File: src/rtl/core_pkg.sv
// Shared definitions for the fetch stage: NOP encoding, default reset PC and
// the fetch FSM state type.
package core_pkg;

    localparam logic [31:0] NOP_INSTR        = 32'h0000_0013;
    localparam logic [31:0] DEFAULT_RESET_PC = 32'h0000_0000;

    typedef enum logic [1:0] {
        IDLE  = 2'd0,
        FETCH = 2'd1,
        HOLD  = 2'd2,
        DRAIN = 2'd3
    } fetch_state_t;

endpackage

File: src/rtl/if_id_register.sv
// IF/ID pipeline register: flush beats stall, stall beats load, and an idle
// cycle with no load inserts a bubble.
module if_id_register
    import core_pkg::*;
(
    input  logic        clk,
    input  logic        rst,
    input  logic        load,
    input  logic        stall,
    input  logic        flush,
    input  logic [31:0] instr,
    input  logic [31:0] pc,
    input  logic [31:0] pc_plus4,
    output logic [31:0] instr_d,
    output logic [31:0] pc_d,
    output logic [31:0] pc_plus4_d,
    output logic        valid_d,
    output logic [24:0] imm_field_d
);

    always_ff @(posedge clk or posedge rst) begin
        if (rst) begin
            instr_d    <= NOP_INSTR;
            pc_d       <= '0;
            pc_plus4_d <= '0;
            valid_d    <= 1'b0;
        end else if (flush || (!stall && !load)) begin
            instr_d    <= NOP_INSTR;
            pc_d       <= '0;
            pc_plus4_d <= '0;
            valid_d    <= 1'b0;
        end else if (!stall) begin
            instr_d    <= instr;
            pc_d       <= pc;
            pc_plus4_d <= pc_plus4;
            valid_d    <= 1'b1;
        end
    end

    assign imm_field_d = instr_d[31:7];

endmodule

File: src/rtl/fetch_unit.sv
// Instruction fetch stage: one outstanding request, a one-entry hold buffer for
// responses that land during a decode stall, and a drain path for redirects.
module fetch_unit
    import core_pkg::*;
#(
    parameter logic [31:0] RESET_PC = DEFAULT_RESET_PC
) (
    input  logic        clk,
    input  logic        rst,
    output logic        imem_req,
    output logic [31:0] imem_addr,
    input  logic        imem_rvalid,
    input  logic [31:0] imem_rdata,
    input  logic        stall_d,
    input  logic        flush_d,
    input  logic        pcSrc_e,
    input  logic [31:0] pcTarget_e,
    output logic [31:0] instr_d,
    output logic [31:0] pc_d,
    output logic [31:0] pcPlus4_d,
    output logic        valid_d,
    output logic [24:0] inmGen_d
);

    fetch_state_t state, state_nx;
    logic [31:0]  pc, pc_nx, pc_plus4;
    logic [31:0]  redirect_pc, redirect_nx;
    logic [31:0]  hold_buf, hold_nx;
    logic [31:0]  target;
    logic         ifid_load;
    logic [31:0]  ifid_instr;

    assign target   = pcTarget_e & 32'hFFFF_FFFC;
    assign pc_plus4 = pc + 32'd4;
    // pc never moves while a request is outstanding, so it is also the
    // pending request address during DRAIN.
    assign imem_addr = pc & 32'hFFFF_FFFC;

    always_ff @(posedge clk or posedge rst) begin
        if (rst) begin
            state       <= IDLE;
            pc          <= RESET_PC;
            redirect_pc <= '0;
            hold_buf    <= '0;
        end else begin
            state       <= state_nx;
            pc          <= pc_nx;
            redirect_pc <= redirect_nx;
            hold_buf    <= hold_nx;
        end
    end

    always_comb begin
        state_nx    = state;
        pc_nx       = pc;
        redirect_nx = redirect_pc;
        hold_nx     = hold_buf;
        ifid_load   = 1'b0;
        ifid_instr  = hold_buf;
        imem_req    = 1'b0;
        case (state)
            // Responses seen here belong to a request abandoned by reset.
            IDLE: state_nx = FETCH;
            FETCH: begin
                imem_req = 1'b1;
                if (pcSrc_e) begin
                    if (imem_rvalid) begin
                        pc_nx = target;
                    end else begin
                        redirect_nx = target;
                        state_nx    = DRAIN;
                    end
                end else if (imem_rvalid && !flush_d) begin
                    if (stall_d) begin
                        hold_nx  = imem_rdata;
                        state_nx = HOLD;
                    end else begin
                        ifid_load  = 1'b1;
                        ifid_instr = imem_rdata;
                        pc_nx      = pc_plus4;
                    end
                end
            end
            HOLD: begin
                if (pcSrc_e) begin
                    pc_nx    = target;
                    state_nx = FETCH;
                end else if (flush_d) begin
                    state_nx = FETCH;
                end else if (!stall_d) begin
                    ifid_load = 1'b1;
                    pc_nx     = pc_plus4;
                    state_nx  = FETCH;
                end
            end
            DRAIN: begin
                imem_req = 1'b1;
                if (pcSrc_e) redirect_nx = target;
                if (imem_rvalid) begin
                    pc_nx    = pcSrc_e ? target : redirect_pc;
                    state_nx = FETCH;
                end
            end
            default: state_nx = IDLE;
        endcase
    end

    if_id_register u_if_id (
        .clk        (clk),
        .rst        (rst),
        .load       (ifid_load),
        .stall      (stall_d),
        .flush      (flush_d),
        .instr      (ifid_instr),
        .pc         (pc),
        .pc_plus4   (pc_plus4),
        .instr_d    (instr_d),
        .pc_d       (pc_d),
        .pc_plus4_d (pcPlus4_d),
        .valid_d    (valid_d),
        .imm_field_d(inmGen_d)
    );

endmodule

File: config.mk
export PLATFORM = sky130hd
export DESIGN_NAME = fetch_unit
export DESIGN_NICKNAME = d
export VERILOG_FILES = /design/src/rtl/core_pkg.sv /design/src/rtl/if_id_register.sv /design/src/rtl/fetch_unit.sv
export SDC_FILE = /design/constraint.sdc
export NUM_CORES = 1
export LEC_CHECK = 0
export ABC_AREA = 1
export ABC_CLOCK_PERIOD_IN_PS = 14390
export CORE_UTILIZATION = 54
export DETAILED_ROUTE_END_ITERATION = 7
export PLACE_DENSITY_LB_ADDON = 0.3
export SLEW_MARGIN = 20
export SYNTH_ARGS = -nofsm -noshare
export SYNTH_HDL_FRONTEND = slang
export SYNTH_SLANG_ARGS = --single-unit
File: constraint.sdc
create_clock -name clk -period 14.39 [get_ports clk]
set_input_delay 2.878 -clock clk [delete_from_list [all_inputs] [get_ports clk]]
set_output_delay 2.878 -clock clk [all_outputs]
set_load 0.05 [all_outputs]
==> metrics.md <==
| Metric | Value |
|---|---|
| Outcome | completed |
| DIE WIDTH | 135 um |
| Critical R2R Launch | state[1] |
| Peak Freq | 188 MHz |
| CTS tree | built |
| Clk root buf | clkbuf_16 |
| Clk_skew | around 0.0080 ns |
| Initial Util | 55.1% |
| IO Pins | 225 |
| Seq/Total Area, Yosys | 50.7% |
| Final min period | 5.32 ns |
| Post-CTS Repair Setup Buffers | 0 |
| Post-route setup TNS | 0 ns |
| Total power | around 2.3 mW |
| IO buf count | 220 |
| Synth Flop Type | dfrtp_1 |
| Max-slew violations | 0 |
| Max Cap Viol | 0 |
| Worst setup path endpoint | u_if_id.instr_d[27] |
| Worst R2R Setup Slack | 11.85 ns |
| WP depth | 7 |
| Pwr/cell area | 191 nW/um^2 |
| N_diodes | 0 |
| Clock Latency Late Sink | 0.43 ns |
| CTS Sinks | 193 |
| Nets@finish | 1390 |
| Critical path launch point type | input port |
| Worst rel slew slack | around two fifths |
| Antenna viol nets, final | 0 |
| Critical path's top delay family | buffers and inverters |
| EDFF count, synth | 0 |
| Netlist cell types | 37 |
| Vias in the first global route | 7289 |
| VDD IR max | 139 uV |
| Largest fanout on the critical path | 66 |
| Reg-to-reg critical path endpoint | u_if_id.pc_plus4_d[25] |
| Max Buffers Root-to-Sink | 2 |
| Worst setup EP type | flop |
| TritonCTS Buffers | 17 |
| Dpl hpwl | roughly 17 mm |
| Via Count | around 8.2k |
| Mapped Cells | roughly 1.2k |
| R2R cell count | 10 |
| Area Growth Syn to Fin | 25.6% |
| Final setup vio count | 0 |
| Die ar. | 18200 sq um |
| CP Launch Point | pcSrc_e |
| # fillers | 1422 |
| Post-cts resize count | 0 |
| P_leak | ~5.6 nW |
| Die Height | 135 um |
| Critical path class | in2reg |
| Routed WL | ~24 mm |
| First-pass GRT wire length | 38.4 mm |
| Share of layout cells above drive strength 1 | ~6.6% |
| Synth Register Bits | 193 |
| Post-Syn Area per Cell | 8.08 sq um |
| Crit-path cells | clkdlybuf4s50_1 -> nor2_2 -> nand2_4 -> o31ai_2 -> nand3_2 -> buf_4 -> o21ai_0 |
| Drt pass-1 iters | 5 |
| CP arrival | between 5 and 6 ns |
| CTS Hold Bufs | 0 |
| Initial antenna violation count | 0 |
| RSZ-0062 raised after global routing | false |
| Slowest CP cell | clkdlybuf4s50_1 |
| Placer Congestion | between 0.8 and 0.9 |
| Final Hold Violating Endpoints | 0 |
| Worst Max-Slew Pin Slew | about 0.90 ns |
| Mapped Area | between 9000 and 10000 sq um |
| Largest net degree at the start of global routing | 130 |
| Yosys warns | 0 |
| Tcrit/Tclk final | 37.0% |
| Grt ovf | 0 |
| Placement Cell Area | 11300 sq um |
| Initial DRC count | slightly above 600 |
| Design area | 12000 sq um |
| Crit path buffers/inverters | 2 |
| FP Rows | 48 |
| Clk slew on worst S/H paths | 0.07 ns |
| DR WL/cell | 15.7 um |
| Via-to-Cell Ratio | ~5.3 |
| Total GRT Usage | about 27% |
| CTS HTree Levels | 4 |
| Worst Hold Class | reg2reg |
| Critical Path RT | 14.67 ns |
| DRC Markers | 0 |
| Core footprint | 17300 sq um |
| Critical Path Max Stage Delay | 1.05 ns |
| FFs w/ async S/R, synth | 100% |
==> flip-flops by register name, summed over array words and instances, names as in the netlist <==
register,flops
pc,32
u_if_id.pc_d,30
u_if_id.pc_plus4_d,32
state,2
redirect_pc,32
hold_buf,32
u_if_id.instr_d,32
u_if_id.valid_d,1
==> worst min-delay path by stage <==
stage,from,end,slack (ns),cells after the start
after global placement,u_if_id.pc_d[17],u_if_id.pc_d[17],0.46,2
after detailed placement,u_if_id.pc_plus4_d[18],u_if_id.pc_plus4_d[18],0.47,2
after CTS,u_if_id.pc_plus4_d[30],u_if_id.pc_plus4_d[30],0.48,2
final,u_if_id.pc_d[17],u_if_id.pc_d[17],0.48,2
after global routing,u_if_id.pc_d[18],u_if_id.pc_d[18],0.50,2
after floorplan,redirect_pc[10],redirect_pc[10],0.45,2
==> kinds of logic after synthesis <==
logic type / after synthesis / synth area share, %
simple gates: 521 / 22.9
compound gates: 227 / 12.2
buf+inv: 218 / 12.0
flops: 193 / 50.7
xor+xnor: 15 / 1.54
fa+ha+maj: 5 / 0.656
other cells: 1 / 0.0393
==> final cells by class <==
| type | count | area (sq um) | share of cell area [%] |
|---|---|---|---|
| well taps | 225 | 282 | 2.35 |
| multi-input cells | 770 | 3580 | 29.9 |
| repair buffers | 224 | 2250 | 18.8 |
| flip-flops and latches | 193 | 4830 | 40.4 |
| inverters | 109 | 424 | 3.54 |
| clock buffers | 19 | 453 | 3.78 |
| clock inverters | 13 | 154 | 1.29 |
==> report_power, final <==
| group | switching [mW] | internal, mW | total, mW |
|---|---|---|---|
| clock network | 0.218 | 0.269 | 0.487 |
| logic | 0.673 | 0.302 | 0.975 |
| registers | 0.127 | 0.698 | 0.825 |
| total | 1.02 | 1.27 | 2.29 |
==> layout by cell type, fill, tap and decap left out, drive strengths merged, types with 2 or more instances in the layout <==
| master | netlist | routed |
|---|---|---|
| dfstp | 3 | 3 |
| bufinv | 0 | 2 |
| ha | 5 | 5 |
| o21bai | 2 | 2 |
| clkinvlp | 0 | 6 |
| conb | 1 | 2 |
| clkinv | 0 | 2 |
| nand2 | 370 | 370 |
| nor2 | 107 | 107 |
| clkbuf | 19 | 19 |
| buf | 90 | 4 |
| o21ai | 196 | 196 |
| a21oi | 25 | 25 |
| nor3 | 5 | 5 |
| nand3 | 35 | 35 |
| xor2 | 14 | 14 |
| inv | 109 | 112 |
| and2 | 2 | 2 |
| o221ai | 3 | 3 |
| dfrtp | 190 | 190 |
| clkdlybuf4s50 | 0 | 220 |
==> worst register-to-register path, delay by kind of cell, from the launching register on <==
kind	cells	cell delay, ns
compound gates	1	0.19
fa+ha+maj	1	0.21
buf+inv	3	0.64
flops	1	0.41
simple gates	5	1.01
==> cells in the mapped netlist, types with 2 or more instances <==
cell type / number / share of area (%)
nand2_1: 356 / 14
dfrtp_1: 190 / 50
o21ai_0: 181 / 9.5
inv_1: 102 / 4.0
nor2_1: 89 / 3.5
buf_4: 67 / 5.3
nand3_1: 34 / 1.8
a21oi_1: 25 / 1.3
clkbuf_1: 19 / 0.75
o21ai_1: 15 / 0.79
buf_2: 12 / 0.63
xor2_1: 12 / 1.1
nand2_2: 11 / 0.72
nor2_4: 9 / 1.1
nor2_2: 8 / 0.52
buf_6: 7 / 0.83
ha_1: 5 / 0.66
inv_2: 5 / 0.20
buf_1: 4 / 0.16
nor3_1: 4 / 0.21
dfstp_2: 3 / 0.83
nand2_4: 3 / 0.35
o221ai_1: 3 / 0.28
and2_1: 2 / 0.13
xor2_2: 2 / 0.34
==> metrics by stage <==
step / setup slack [ns] / utilization [%] / instances / hold WS (ns)
6_report: 9.07 / 69.2 / 1553 / 0.482
5_1_grt: 8.83 / 69.2 / 1553 / 0.503
4_1_cts: 8.43 / 69.0 / 1552 / 0.485
3_5_place_dp: 8.04 / 65.5 / 1520 / 0.465
3_3_place_gp: 8.09 / 65.5 / 1520 / 0.462
2_1_floorplan: 6.26 / - / 1181 / 0.453
==> per-layer routing <==
layer	track usage, %	up-vias	share of wire [%]	wire (um)
met5	0	-	0	0
met4	8.80	0	2.3	556
met3	5.48	40	6.4	1560
met2	42.7	308	47	11500
met1	38.5	3904	44	10700
li1	-	3924	-	-
Note: power is estimated with default switching activity, not from simulation.
